### config.mk
export PLATFORM = sky130hd
export DESIGN_NAME = dmem_arbiter
export DESIGN_NICKNAME = d
export VERILOG_FILES = /design/src/rtl/dmem_arb_pkg.sv /design/src/rtl/rr_arbiter2.sv /design/src/rtl/dmem_arbiter.sv
export SDC_FILE = /design/constraint.sdc
export NUM_CORES = 1
export LEC_CHECK = 0
export BUFFER_PORTS_ARGS = -buffer_cell sky130_fd_sc_hd__buf_4
export CORE_AREA = 2 2 116 118
export DETAILED_ROUTE_END_ITERATION = 6
export DIE_AREA = 0 0 118 120
export GPL_ROUTABILITY_DRIVEN = 0
export PLACE_DENSITY = 0.77
export SLEW_MARGIN = 25
export SYNTH_ARGS = -nofsm -noshare
export SYNTH_HDL_FRONTEND = slang
export SYNTH_SLANG_ARGS = --single-unit
### constraint.sdc
create_clock -name clk -period 8.85 [get_ports clk]
set_input_delay 0.885 -clock clk [delete_from_list [all_inputs] [get_ports clk]]
set_output_delay 0.885 -clock clk [all_outputs]
set_load 0.05 [all_outputs]
### src/rtl/dmem_arb_pkg.sv
// Shared encodings for the two-port data-memory arbiter.
package dmem_arb_pkg;

    typedef enum logic [1:0] {
        IDLE   = 2'd0,
        ACCESS = 2'd1,
        RESP   = 2'd2
    } state_e;

    localparam int unsigned PORT_CORE = 0;
    localparam int unsigned PORT_DMA  = 1;
    localparam int unsigned NUM_PORTS = 2;

endpackage : dmem_arb_pkg

### src/rtl/rr_arbiter2.sv
// Two-way round-robin grant: a lone requester wins, contention goes to the
// port that did not win last time.
module rr_arbiter2
    import dmem_arb_pkg::*;
(
    input  logic [1:0] req,
    input  logic       last,
    output logic [1:0] grant
);

    // One-hot grant selection
    always_comb begin
        grant = 2'b00;
        case (req)
            2'b01:   grant = 2'b01;
            2'b10:   grant = 2'b10;
            2'b11:   grant = (last == 1'(PORT_DMA)) ? 2'b01 : 2'b10;
            default: grant = 2'b00;
        endcase
    end

endmodule : rr_arbiter2

### src/rtl/dmem_arbiter.sv
// Arbitrates a core port and a DMA/debug port onto one data-memory interface,
// one outstanding transaction at a time (IDLE -> ACCESS -> RESP).
module dmem_arbiter
    import dmem_arb_pkg::*;
#(
    parameter int unsigned ADDR_W    = 32,
    parameter int unsigned DATA_W    = 32,
    parameter int unsigned MEM_BYTES = 256
) (
    input  logic              clk,
    input  logic              reset,

    input  logic              req0_valid,
    output logic              req0_ready,
    input  logic              req0_we,
    input  logic [ADDR_W-1:0] req0_addr,
    input  logic [DATA_W-1:0] req0_wdata,
    output logic              rsp0_valid,
    input  logic              rsp0_ready,
    output logic [DATA_W-1:0] rsp0_rdata,
    output logic              rsp0_err,

    input  logic              req1_valid,
    output logic              req1_ready,
    input  logic              req1_we,
    input  logic [ADDR_W-1:0] req1_addr,
    input  logic [DATA_W-1:0] req1_wdata,
    output logic              rsp1_valid,
    input  logic              rsp1_ready,
    output logic [DATA_W-1:0] rsp1_rdata,
    output logic              rsp1_err,

    output logic              MemWrite,
    output logic              MemRead,
    output logic [ADDR_W-1:0] Address,
    output logic [DATA_W-1:0] writeData,
    input  logic [DATA_W-1:0] readData
);

    logic [1:0]        rst_sync_q;
    logic              rst_n_int;

    state_e            state_q, state_d;
    logic              last_q, last_d;
    logic              owner_q, owner_d;
    logic              we_q, we_d;
    logic [ADDR_W-1:0] addr_q, addr_d;
    logic [DATA_W-1:0] wdata_q, wdata_d;
    logic [DATA_W-1:0] rdata_q, rdata_d;
    logic              err_q, err_d;

    logic [1:0]        req_c;
    logic [1:0]        grant_c;
    logic [1:0]        ready_c;
    logic [1:0]        rsp_valid_c;
    logic              handshake_c;
    logic              err_c;
    logic              access_ok_c;
    logic              rsp_ready_c;

    // Reset asserts asynchronously, releases two edges later
    always_ff @(posedge clk or negedge reset) begin
        if (!reset) begin
            rst_sync_q <= 2'b00;
        end else begin
            rst_sync_q <= {rst_sync_q[0], 1'b1};
        end
    end

    assign rst_n_int = rst_sync_q[1];

    assign req_c = {req1_valid, req0_valid} & {2{rst_n_int}};

    rr_arbiter2 u_rr (
        .req   (req_c),
        .last  (last_q),
        .grant (grant_c)
    );

    assign ready_c     = (state_q == IDLE) ? grant_c : 2'b00;
    assign handshake_c = |ready_c;
    assign err_c       = (addr_q[1:0] != 2'b00) || (addr_q >= ADDR_W'(MEM_BYTES));
    assign access_ok_c = (state_q == ACCESS) && !err_c;
    assign rsp_ready_c = (owner_q == 1'(PORT_DMA)) ? rsp1_ready : rsp0_ready;

    // State and transaction registers
    always_ff @(posedge clk or negedge rst_n_int) begin
        if (!rst_n_int) begin
            state_q <= IDLE;
            last_q  <= 1'b1;
            owner_q <= 1'b0;
            we_q    <= 1'b0;
            addr_q  <= '0;
            wdata_q <= '0;
            rdata_q <= '0;
            err_q   <= 1'b0;
        end else begin
            state_q <= state_d;
            last_q  <= last_d;
            owner_q <= owner_d;
            we_q    <= we_d;
            addr_q  <= addr_d;
            wdata_q <= wdata_d;
            rdata_q <= rdata_d;
            err_q   <= err_d;
        end
    end

    // Next-state: latch on grant, capture read data, hold response until taken
    always_comb begin
        state_d = state_q;
        last_d  = last_q;
        owner_d = owner_q;
        we_d    = we_q;
        addr_d  = addr_q;
        wdata_d = wdata_q;
        rdata_d = rdata_q;
        err_d   = err_q;
        case (state_q)
            IDLE: begin
                if (handshake_c) begin
                    state_d = ACCESS;
                    owner_d = grant_c[PORT_DMA];
                    last_d  = grant_c[PORT_DMA];
                    we_d    = grant_c[PORT_DMA] ? req1_we    : req0_we;
                    addr_d  = grant_c[PORT_DMA] ? req1_addr  : req0_addr;
                    wdata_d = grant_c[PORT_DMA] ? req1_wdata : req0_wdata;
                end
            end
            ACCESS: begin
                state_d = RESP;
                rdata_d = (access_ok_c && !we_q) ? readData : '0;
                err_d   = err_c;
            end
            RESP: begin
                if (rsp_ready_c) begin
                    state_d = IDLE;
                end
            end
            default: state_d = IDLE;
        endcase
    end

    assign rsp_valid_c[PORT_CORE] = (state_q == RESP) && (owner_q == 1'(PORT_CORE));
    assign rsp_valid_c[PORT_DMA]  = (state_q == RESP) && (owner_q == 1'(PORT_DMA));

    assign req0_ready = ready_c[PORT_CORE];
    assign req1_ready = ready_c[PORT_DMA];

    assign rsp0_valid = rsp_valid_c[PORT_CORE];
    assign rsp0_rdata = rsp_valid_c[PORT_CORE] ? rdata_q : '0;
    assign rsp0_err   = rsp_valid_c[PORT_CORE] && err_q;
    assign rsp1_valid = rsp_valid_c[PORT_DMA];
    assign rsp1_rdata = rsp_valid_c[PORT_DMA] ? rdata_q : '0;
    assign rsp1_err   = rsp_valid_c[PORT_DMA] && err_q;

    assign MemRead   = access_ok_c && !we_q;
    assign MemWrite  = access_ok_c && we_q;
    assign Address   = access_ok_c ? addr_q  : '0;
    assign writeData = access_ok_c ? wdata_q : '0;

endmodule : dmem_arbiter

# After elaboration in Yosys (flattened, before gate mapping)

Cells that the tools add are included.

Magnitude comparators: 1
Equal/unequal tests: 7
Mux-type cells: 15
Bitwise gates (word level): 2
Reductions and logical operators: 15

Operator list:

| kind                                                                                  | count |
|---|---|
| 32-bit two-way mux                                                                    | 7 |
| 32-bit by 9-bit greater-or-equal comparator with 1-bit output (second input constant) | 1 |
| 2-bit case mux with 3 select lines                                                    | 2 |
| 2-bit two-way mux                                                                     | 4 |
| 1-bit logical AND                                                                     | 7 |
| 2-bit equality test (second input constant)                                           | 3 |
| 2-bit by 1-bit equality test with 1-bit output (second input constant)                | 2 |
| 2-bit != test (second input constant)                                                 | 2 |
| 2-bit AND reduction                                                                   | 2 |
| 2-bit bitwise AND                                                                     | 1 |
| 1-bit zero test                                                                       | 2 |
| 2-bit zero test                                                                       | 1 |
| 1-bit two-way mux                                                                     | 2 |
| 2-bit nonzero test                                                                    | 1 |
| 2-bit OR reduction                                                                    | 1 |
| 1-bit logical OR                                                                      | 1 |
| 1-bit NOT                                                                             | 1 |

Bits in registers: 104

# Depth between registers and ports, before layout

Gate-level depths: netlist of the first run.

Depth after elaboration: 7
Depth in mapped cells: 6
Gate-level depth less buffers: 4

# Cells and area by module

Synthesis of the first run repeated with hierarchy kept, for this count alone.

Cells, all modules: 575
Area total of the unflattened synthesis: 6090.8 um^2

Modules (own cells, without submodules):

| module       | times used | cells an instance | area each (um^2) | sequential area each (um^2) |
|---|---|---|---|---|
| dmem_arbiter | 1          | 572               | 6072.1           | 2603.7 |
| rr_arbiter2  | 1          | 3                 | 18.8             | 0.0 |

# Worst setup path after synthesis of the first run

Ideal clock, no wire load.

Kind: register -> output
From: register rst_sync_q[1]
To: output port req1_ready
Data arrival time: 3.781 ns
Setup slack: 4.184 ns
Cell stages (with the launch flop): 7
Path buffers: 2
Cell sequence: dfrtp_1 nand2_1 a21oi_1 buf_2 buf_4 nand2_1 inv_1

Longest elaborated chain between the ends: 4
Elaborated cells on any way between the ends: 6
Those cells by class: eq/ne (3); mux (2); bitwise (1)

Ends and longest elaborated chain:

| element                                                                               | line               | text |
|---|---|---|
| start: declaration                                                                    | dmem_arbiter.sv:40 | `logic [1:0] rst_sync_q;` |
| start signal: assignment                                                              | dmem_arbiter.sv:66 | `rst_sync_q <= {rst_sync_q[0], 1'b1};` |
| 2-bit bitwise AND (*)                                                                 | dmem_arbiter.sv:72 | `assign req_c = {req1_valid, req0_valid} & {2{rst_n_int}};` |
| 2-bit equality test or 2-bit by 1-bit equality test with 1-bit output (tied branches) | rr_arbiter2.sv:14  | `case (req)` |
| 2-bit case mux with 3 select lines (*)                                                | rr_arbiter2.sv:14  |  |
| 2-bit two-way mux (*)                                                                 | dmem_arbiter.sv:80 | `assign ready_c = (state_q == IDLE) ? grant_c : 2'b00;` |
| end: declaration                                                                      | dmem_arbiter.sv:24 | `output logic req1_ready,` |

Every way passes the cells marked *; elsewhere a longest branch is shown, timed or not.

# Worst setup path after layout of the first run

From: register addr_q[26]
To: output port writeData[22]

Longest elaborated chain between the ends: 5

Ends and longest elaborated chain:

| element                                                       | line                | text |
|---|---|---|
| start: declaration                                            | dmem_arbiter.sv:47  | `logic [ADDR_W-1:0] addr_q, addr_d;` |
| start signal: assignment                                      | dmem_arbiter.sv:102 | `addr_q <= addr_d;` |
| 32-bit by 9-bit greater-or-equal comparator with 1-bit output | dmem_arbiter.sv:82  | `assign err_c = (addr_q[1:0] != 2'b00) \|\| (addr_q >= ADDR_W'(MEM_BYTES));` |
| 1-bit logical OR                                              | dmem_arbiter.sv:82  |  |
| 1-bit zero test                                               | dmem_arbiter.sv:83  | `assign access_ok_c = (state_q == ACCESS) && !err_c;` |
| 1-bit logical AND                                             | dmem_arbiter.sv:83  |  |
| 32-bit two-way mux                                            | dmem_arbiter.sv:160 | `assign writeData = access_ok_c ? wdata_q : '0;` |
| end: declaration                                              | dmem_arbiter.sv:36  | `output logic [DATA_W-1:0] writeData,` |

No other way between the ends.

==> results of run 1 <==
layout by cell type, fill, tap and decap left out, types with 2 or more instances in the layout:
cell type / netlist / final
buf_4: 30 / 281
and2_1: 103 / 103
dfrtp_1: 103 / 102
nand2_1: 69 / 69
o21ai_0: 67 / 67
mux2i_1: 65 / 65
a22o_1: 32 / 32
conb_1: 2 / 27
clkbuf_16: 0 / 9
inv_1: 6 / 6
nor4_2: 4 / 4
nor2_1: 4 / 4
buf_6: 3 / 3
nor4_4: 2 / 2
nor4_1: 2 / 2
nand2b_1: 2 / 2
nor3_1: 2 / 2
bufinv_16: 0 / 2
per-stage QoR:
stage	power [mW]	worst slack (ns)	std cells	cell area [sq um]	hold slack (ns)
final	1.579	5.414	976	7854	0.2214
after global routing	1.690	5.180	976	7854	0.2593
after CTS	1.598	5.309	976	7843	0.2312
after detailed placement	1.169	5.393	960	7518	0.2263
after global placement	1.152	5.465	959	7503	0.2209
after floorplan	1.015	4.184	563	5509	0.3312
state kept, by name, indices dropped and copies added, names as in the netlist:
register,cells
state_q,2
rdata_q,32
addr_q,32
rst_sync_q,2
err_q,1
we_q,1
last_q,1
owner_q,1
wdata_q,32
worst max-delay path, delay by kind of cell (launching register included):
family / cells / cell delay [ns]
simple gates: 4 / 1.38
buf+inv: 2 / 0.44
flops: 1 / 0.39
power by group:
part | switching (mW) | total [mW] | leakage [nW] | internal [mW]
Sequential | 0.106 | 0.734 | 1.33 | 0.628
Combinational | 0.254 | 0.420 | 2.51 | 0.166
Clock | 0.169 | 0.425 | 0.156 | 0.256
Total | 0.529 | 1.58 | 4.00 | 1.05
cell families after synthesis:
family          share of synthesized area [%]
simple gates                            20.29
mux                                     12.22
compound gates                          11.85
other cells                            0.1387
buf+inv                                 7.417
flops                                   48.08
routing by layer:
| layer | part of all wire (%) | vias up | global-route usage [%] |
|---|---|---|---|
| met5 | 0 | - | 0 |
| met1 | 41 | 2234 | 24.49 |
| li1 | - | 2283 | - |
| met4 | 1.3 | 0 | 6.099 |
| met2 | 53 | 171 | 36.48 |
| met3 | 5.3 | 12 | 3.327 |
layout make-up:
class                           instances  area, sq um
Sequential cell                       104         2608
Timing Repair Buffer                  285         2158
Clock buffer                           11        242.7
Multi-Input combinational cell        389         2521
Inverter                                6        22.52
Fill cell                            1097         5126
Tap cell                              176        220.2
Clock inverter                          5        81.33
how the worst max path moves through the flow:
| stage | startpoint | to | slack (ns) | depth (start not counted) |
|---|---|---|---|---|
| 2_1_floorplan | rst_sync_q[1] | req1_ready | 4.18 | 6 |
| 3_3_place_gp | req1_valid | req1_ready | 5.47 | 7 |
| 3_5_place_dp | req1_valid | req1_ready | 5.39 | 7 |
| 4_1_cts | rst_sync_q[1] | req1_ready | 5.31 | 6 |
| 5_1_grt | addr_q[19] | writeData[22] | 5.18 | 6 |
| 6_report | addr_q[26] | writeData[22] | 5.41 | 6 |
==> results.md, run 1 <==
- Clock Latency Late Sink: 0.34 ns
- Num CTS Buffers: 9
- Die Footprint: 14,160 sq um
- Clock Path Buffers: 2
- Cell area after synthesis: 5415 sq um
- H-tree depth: 3
- Crit Path Max Fanout: 21
- CP endpoint kind: primary output
- Yosys warns: 0
- Worst path slowest cell: nor3_4
- Wire per inst: 14.78 um
- Mean Syn Cell Area: 10.07 sq um
- Status: finished clean
- Core region area: 12,980 sq um
- Row Count: 42
- Vias per inst: 4.816
- Layout cells sized above 1: 39.25%
- Via count: 4,700
- Port Buffers: 277
- Worst Skew: 0.006962 ns
- Peak VDD IR: 0.09225 mV
- Final count of pins violating max slew: 0
- Area grow syn2layout: 45.03%
- Vias in the first global route: 4,609
- Dpl hpwl: 10.95 mm
- Post-synth top area share: 47.60%
- CTS resizes: 0
- Initial antenna violation count: 0
- Yosys cell types: 28
- Post-Syn Instances: 538
- MaxCap Viol Count: 0
- Final worst path period need: 3.436 ns
- Commonest cells in the netlist: and2_1, dfrtp_1, nand2_1, o21ai_0, mux2i_1
- Fin. Hold Viols: 0
- CP arrival: 2.55 ns
- Max Clock Freq: 291.0 MHz
- RSZ-0062 raised after global routing: no
- GRT Util Overall: 20.10%
- Area leader, netlist: dfrtp_1
- Total power per unit cell area: 201.1 nW/um^2
- Async SR Flop Fraction: 100.0%
- Critical Path, Cell by Cell: nor4b_2 -> nand4_1 -> nor3_4 -> buf_8 -> and2_1 -> buf_4
- Gr ovfl total: 0
- Top_reg_cell synth: dfrtp_1
- Critical path's largest stage delay: 0.63 ns
- Clock transition at path regs: 0.07 ns
- Largest net degree at the start of global routing: 132
- Slew HR: 49.03%
- R2R cell count: 5
- Leakage: 3.997 nW
- Worst Path Required: 7.97 ns
- #FFs+latches synth: 104
- Initial Util: 41.72%
- Root Buffer: clkbuf_16
- Post-Route Setup TNS: 0 ns
- Final WL: 14.42 mm
- Post-route ant nets: 0
- Net count reported at finish: 963
- DR DRC count: 0
- Number of synthesized flops with an enable pin: 0
- Die H: 120 um
- Worst reg-to-reg setup slack: 6.74 ns
- Startpoint Class: flip-flop
- Fin util: 60.51%
- # Post-CTS Setup Buffers: 0
- DR iter-0 viols: 212
- Leading post-synthesis cells by cell area: dfrtp_1, mux2i_1, and2_1, o21ai_0, a22o_1
- Post-CTS Hold Buffers: 0
- Seq/Total Area, Yosys: 48.08%
- Hold/Removal Path Class: reg -> async
- # clock sinks: 104
- Die X-Extent: 118 um
- I/O pin cnt: 304
- Crit Path Class: reg -> out
- Antenna Cells: 0
- CTS tree: yes
- Fin crit share: 38.83%
- First-pass GRT wire length: 22.80 mm
- R2R Path End: wdata_q[30]
- Slew @ Worst Pin: 0.7646 ns
- R2R Path Start: rst_sync_q[1]
- Finish-stage setup viols: 0
- Drt pass-1 iters: 4
Power figures use the tool's default switching activity.
==> run 2, diff against run 1 <==
--- a/config.mk
+++ b/config.mk
@@ -6,11 +6,10 @@
 export NUM_CORES = 1
 export LEC_CHECK = 0
 export BUFFER_PORTS_ARGS = -buffer_cell sky130_fd_sc_hd__buf_4
-export CORE_AREA = 2 2 116 118
+export CORE_UTILIZATION = 40
 export DETAILED_ROUTE_END_ITERATION = 6
-export DIE_AREA = 0 0 118 120
 export GPL_ROUTABILITY_DRIVEN = 0
-export PLACE_DENSITY = 0.77
+export PLACE_DENSITY = 0.76
 export SLEW_MARGIN = 25
 export SYNTH_ARGS = -nofsm -noshare
 export SYNTH_HDL_FRONTEND = slang
==> constraint.sdc (replaced) <==
create_clock -name clk -period 2.8 [get_ports clk]
set_input_delay 0.28 -clock clk [delete_from_list [all_inputs] [get_ports clk]]
set_output_delay 0.28 -clock clk [all_outputs]
set_load 0.05 [all_outputs]
==> results.md, run 2 (synthesis gave the netlist of run 1 again) <==
- CP endpoint kind: primary output
- Initial Util: 40.89% (-0.83 points)
- Peak VDD IR: 0.3311 mV (+260%)
- Dpl hpwl: 11.07 mm (+1.1%)
- Worst Skew: 0.007480 ns (+0.0005187 ns)
- Final worst path period need: 2.655 ns
- Die H: 118.4 um (-1.4%)
- I/O pin cnt: 304 (unchanged)
- Combinational fraction of design power: 27.7% (+1.1 points)
- Slew @ Worst Pin: 0.6482 ns (-0.1164 ns)
- Pint: 3.122 mW (+200%)
- Crit Path Max Fanout: 40 (+90%)
- Final WL: 14.22 mm (-1.4%)
- CP arrival: 2.38 ns (-0.17 ns)
- Worst hold slack: 0.1540 ns (-0.06745 ns)
- Net count reported at finish: 969 (+0.62%)
- Vias per inst: 4.773 (-0.89%)
- Gr ovfl total: 0 (unchanged)
- Core region area: 13,240 sq um (+2.0%)
- Most common cell after layout, fill and taps aside: buf_4
- Biggest regs: addr_q: 32 flops, rdata_q: 32 flops, wdata_q: 32 flops
- Wire per inst: 14.48 um (-2.0%)
- MaxCap Viol Count: 0 (unchanged)
- Status: finished clean
- Vias in the first global route: 4,823 (+4.6%)
- R2R Path Start: rst_sync_q[1]
- Crit. Startpoint: addr_q[26]
- Port Buffers: 277 (unchanged)
- Hold/Removal Path Class: in -> reg
- Finish-stage setup viols: 0 (unchanged)
- GRT Util Overall: 20.63% (+0.52 points)
- Initial antenna violation count: 0 (unchanged)
- # clock sinks: 104 (unchanged)
- Row Count: 42 (unchanged)
- Layout cells sized above 1: 39.33% (+0.080 points)
- Clock Power Share: 23.7% (-3.2 points)
- CTS tree: yes
- HP Start: readData[14]
- Antenna Cells: 0 (unchanged)
- Post-route ant nets: 0 (unchanged)
- Psw: 1.683 mW (+220%)
- Fin util: 59.10% (-1.4 points)
- CTS resizes: 0 (unchanged)
- Slew HR: 56.79% (+7.8 points)
- Clock Latency Late Sink: 0.34 ns (about the same)
- H-tree depth: 3 (unchanged)
- Clock transition at path regs: 0.07 ns (about the same)
- Final count of pins violating max slew: 0 (unchanged)
- Worst Path Required: 2.52 ns (-5.45 ns)
- Sequential Power Share: 48.6% (+2.1 points)
- Commonest non-fill, non-tap cells in the layout: buf_4, and2_1, dfrtp_1, nand2_1, o21ai_0
- Fin crit share: 94.82%
- Die X-Extent: 118.4 um (+0.30%)
- Num CTS Buffers: 9 (unchanged)
- Largest net degree at the start of global routing: 69 (-48%)
- Leakage: 3.984 nW (-0.32%)
- Die Footprint: 14,010 sq um (-1.1%)
- Fin. Hold Viols: 0 (unchanged)
- Root Buffer: clkbuf_16
- RSZ-0062 raised after global routing: no
- Drt pass-1 iters: 4 (unchanged)
- Post-Route Setup TNS: 0 ns (unchanged)
- Clock Path Buffers: 2 (unchanged)
- Area grow syn2layout: 44.52%
- Total power per unit cell area: 613.9 nW/um^2 (+210%)
- Via count: 4,687 (-0.28%)
- FILL cells: 1,143 (+4.2%)
- First-pass GRT wire length: 22.95 mm (+0.64%)
- Pre-CTS WS: 0.5203 ns (-4.873 ns)
- DR DRC count: 0 (unchanged)
- Crit Path Class: reg -> out
- Startpoint Class: flip-flop
- Max Clock Freq: 376.6 MHz
- DR iter-0 viols: 191 (-9.9%)
- Post-route setup slack: 0.1450 ns (-5.269 ns)
- Net Sw Frac: 35.02% (+1.5 points)
-- run 2: through the flow --
stage / total power, mW / cell area, sq um / std cells
after floorplan: 3.208 / 5513 / 563
after global placement: 3.655 / 7548 / 965
after detailed placement: 3.719 / 7548 / 965
after CTS: 4.869 / 7826 / 982
after global routing: 5.154 / 7826 / 982
final: 4.805 / 7826 / 982
-- run 2: final timing paths --
check | depth (start not counted) | slack (ns) | to
setup / recovery | 6 | 0.14 | writeData[18]
max in group asynchronous | 2 | 1.18 | wdata_q[1]
hold reg to reg | 0 | 0.23 | wdata_q[8]
min in group asynchronous | 0 | 0.23 | wdata_q[8]
hold / removal | 2 | 0.15 | rdata_q[14]
setup reg to reg | 6 | 0.60 | addr_q[5]
-- run 2: worst max-delay path, cell delays in order (launching register included) --
cell and delay [ns]:
dfrtp_1 0.39, nor4b_2 0.36, nand4_1 0.29, nor3_4 0.23, buf_4 0.33, and2_1 0.20
buf_4 0.21
-- run 2: power groups by stage --
stage | combinational [mW] | sequential, mW | clock [mW]
floorplan | 0.959 | 2.25 | 0
global route | 1.52 | 2.40 | 1.23
global placement | 1.30 | 2.36 | 0
detailed placement | 1.36 | 2.36 | 0
finish | 1.33 | 2.33 | 1.14
CTS | 1.36 | 2.34 | 1.17
-- run 2: cell type report --
| class | instances | area [sq um] | area share, % |
|---|---|---|---|
| Tap cell | 176 | 220.2 | 2.814 |
| Clock buffer | 12 | 236.5 | 3.022 |
| Multi-Input combinational cell | 389 | 2521 | 32.21 |
| Timing Repair Buffer | 291 | 2187 | 27.95 |
| Clock inverter | 4 | 31.28 | 0.3997 |
| Inverter | 6 | 22.52 | 0.2878 |
| Sequential cell | 104 | 2608 | 33.32 |
-- run 2: layer usage --
layer / part of all wire, % / up-vias / global-route usage, %
met4: 2.0 / 0 / 6.490
met3: 5.1 / 24 / 3.958
met2: 53 / 195 / 38.09
met1: 40 / 2175 / 23.85
met5: 0 / - / 0
li1: - / 2293 / -
-- run 2: repair_timing --
| action | in CTS | in global routing |
|---|---|---|
| hold buffers | 1 | 0 |
| setup buffers | 0 | 0 |
| hold endpoints to repair | 2 | 0 |
==> run 3, diff against run 2 <==
--- a/config.mk
+++ b/config.mk
@@ -6,10 +6,9 @@
 export NUM_CORES = 1
 export LEC_CHECK = 0
 export BUFFER_PORTS_ARGS = -buffer_cell sky130_fd_sc_hd__buf_4
-export CORE_UTILIZATION = 40
+export CORE_UTILIZATION = 30
 export DETAILED_ROUTE_END_ITERATION = 6
 export GPL_ROUTABILITY_DRIVEN = 0
-export PLACE_DENSITY = 0.76
 export SLEW_MARGIN = 25
 export SYNTH_ARGS = -nofsm -noshare
 export SYNTH_HDL_FRONTEND = slang
==> results.md, run 3 (synthesis gave the netlist of run 1 again) <==
- Clock transition at path regs: 0.07 ns (about the same)
- Num CTS Buffers: 9 (unchanged)
- Most common cell after layout, fill and taps aside: buf_4
- Slew HR: 39.78% (-17 points)
- Via count: 4,533 (-3.3%)
- Commonest non-fill, non-tap cells in the layout: buf_4, and2_1, dfrtp_1, nand2_1, o21ai_0
- Total power per unit cell area: 631.6 nW/um^2 (+2.9%)
- Startpoint Class: flip-flop
- Leakage: 4.022 nW (+0.95%)
- Die X-Extent: 136.4 um (+15%)
- Largest net degree at the start of global routing: 74 (+7.2%)
- Final WL: 14.85 mm (+4.5%)
- Initial antenna violation count: 0 (unchanged)
- Worst Skew: 0.009159 ns (+0.001679 ns)
- Dpl cell area: 7627 sq um (+1.0%)
- Status: finished clean
- Fin. Hold Viols: 0 (unchanged)
- H-tree depth: 3 (unchanged)
- Placed cells: 1,014 (+5.1%)
- FILL cells: 1,748 (+53%)
- Top cell by count, worst path: buf_4
- Fin crit share: 91.61% (-3.2 points)
- CP arrival: 2.28 ns (-0.10 ns)
- I/O pin cnt: 304 (unchanged)
- Worst Path Required: 2.52 ns (about the same)
- Row Count: 48 (+14%)
- Met2 Use GR: 25.69% (-12 points)
- Dpl hpwl: 11.20 mm (+1.2%)
- Crit Path Class: reg -> out
- Core region area: 17,480 sq um (+32%)
- Peak VDD IR: 0.3113 mV (-6.0%)
- R2R Path Start: addr_q[26]
- Root Buffer: clkbuf_16
- Port Buffers: 277 (unchanged)
- Critical path's largest stage delay: 0.39 ns (about the same)
- Post-Route Setup TNS: 0 ns (unchanged)
- Crit-path leading delay family: simple AND/OR/NAND/NOR gates
- Gr ovfl total: 0 (unchanged)
- Max Clock Freq: 389.9 MHz (+3.5%)
- Final count of pins violating max slew: 0 (unchanged)
- DR DRC count: 0 (unchanged)
- Slew @ Worst Pin: 0.9033 ns (+0.2552 ns)
- Post-route ant nets: 0 (unchanged)
- Drt pass-1 iters: 4 (unchanged)
- Biggest regs: addr_q: 32 flops, rdata_q: 32 flops, wdata_q: 32 flops
- Net count reported at finish: 969 (unchanged)
- DR iter-0 viols: 159 (-17%)
- HP Start: readData[20]
- Wire per inst: 14.41 um (-0.48%)
- CP endpoint kind: primary output
- Global route hottest layer: met2
- Crit. Startpoint: addr_q[26]
- GRT Util Overall: 15.88% (-4.7 points)
- Final std cells w/o fill: 1,031 (+5.0%)
- MaxCap Viol Count: 0 (unchanged)
- First-pass GRT wire length: 22.76 mm (-0.84%)
- RSZ-0062 raised after global routing: no
- M1 GR Usage: 20.54% (-3.3 points)
- Buf/Inv on CP: 2 (unchanged)
- Met3 Use GR: 3.990% (+0.032 points)
- Clock Path Buffers: 2 (unchanged)
- Vias in the first global route: 4,342 (-10%)
- # Post-CTS Setup Buffers: 0 (unchanged)
- # clock sinks: 104 (unchanged)
- Area grow syn2layout: 46.93%
- Finish-stage setup viols: 0 (unchanged)
- Clock Latency Late Sink: 0.35 ns (about the same)
- Hold/Removal Path Class: in -> reg
- Vias per inst: 4.397 (-7.9%)
- Critical Path, Cell by Cell: nor4b_2 -> nand4_1 -> nor3_4 -> buf_4 -> and2_1 -> buf_4
- Crit Path Max Fanout: 40 (unchanged)
- Final worst path period need: 2.565 ns (-0.09002 ns)
- Initial Util: 30.99% (-9.9 points)
- Worst hold slack: 0.1420 ns (-0.01197 ns)
- Worst path slowest cell: dfrtp_1
- Finished Cell Area: 7956 sq um (+1.7%)
- Die Footprint: 18,590 sq um (+33%)
- Die H: 136.4 um (+15%)
- CTS tree: yes
- Layout cells sized above 1: 39.83% (+0.50 points)
- Antenna Cells: 0 (unchanged)
run 3: cell count changes in the layout (fill, tap and decap cells not counted):
cell	change
buf_12	+1
buf_4	-1
bufinv_16	+2
clkbuf_1	-2
clkinv_2	+1
clkinv_4	-1
clkinvlp_4	-2
inv_6	+2
nor2_1	-2
nor2_2	+2
run 3: metrics by stage:
| step | setup WS, ns | util [%] | power [mW] |
|---|---|---|---|
| finish | 0.2350 | 45.53 | 5.025 |
| global route | 0.08855 | 45.53 | 5.380 |
| CTS | 0.1852 | 45.53 | 5.108 |
| detailed placement | 0.5787 | 43.64 | 3.723 |
| global placement | 0.5944 | 43.64 | 3.714 |
| floorplan | 0.2417 | - | 3.208 |
run 3: routing by layer:
metal / vias to the layer above / part of all wire [%]
met4: 0 / 1.2
met1: 2047 / 44
met2: 179 / 47
met3: 11 / 8.0
met5: - / 0
li1: 2296 / -
run 3: final timing paths:
path	to	slack [ns]	cells after the start
setup / recovery	Address[2]	0.24	6
hold / removal	rdata_q[20]	0.14	2
setup reg to reg	rdata_q[2]	0.74	5
hold reg to reg	addr_q[17]	0.36	1
max in group asynchronous	rdata_q[2]	1.17	2
min in group asynchronous	rst_sync_q[0]	0.28	2
run 3: area by class of cell:
type | instances | area (sq um) | area share (%)
sequential | 104 | 2608 | 32.77
clock buffer | 10 | 229.0 | 2.878
clock inverter | 6 | 90.09 | 1.132
timing repair buffer | 291 | 2200 | 27.65
inverter | 6 | 22.52 | 0.2831
multi-input combinational | 389 | 2526 | 31.75
tap | 225 | 281.5 | 3.538
run 3: what timing repair did:
action | CTS | global route
resized for setup | 0 | 0
hold buffers | 1 | 0
endpoints found under the hold margin | 2 | 0
run 3: report_power, final:
group	switching (mW)	internal (mW)	total, mW	leakage, nW
Sequential	0.337	1.98	2.32	1.33
Combinational	0.808	0.534	1.34	2.54
Clock	0.574	0.789	1.36	0.153
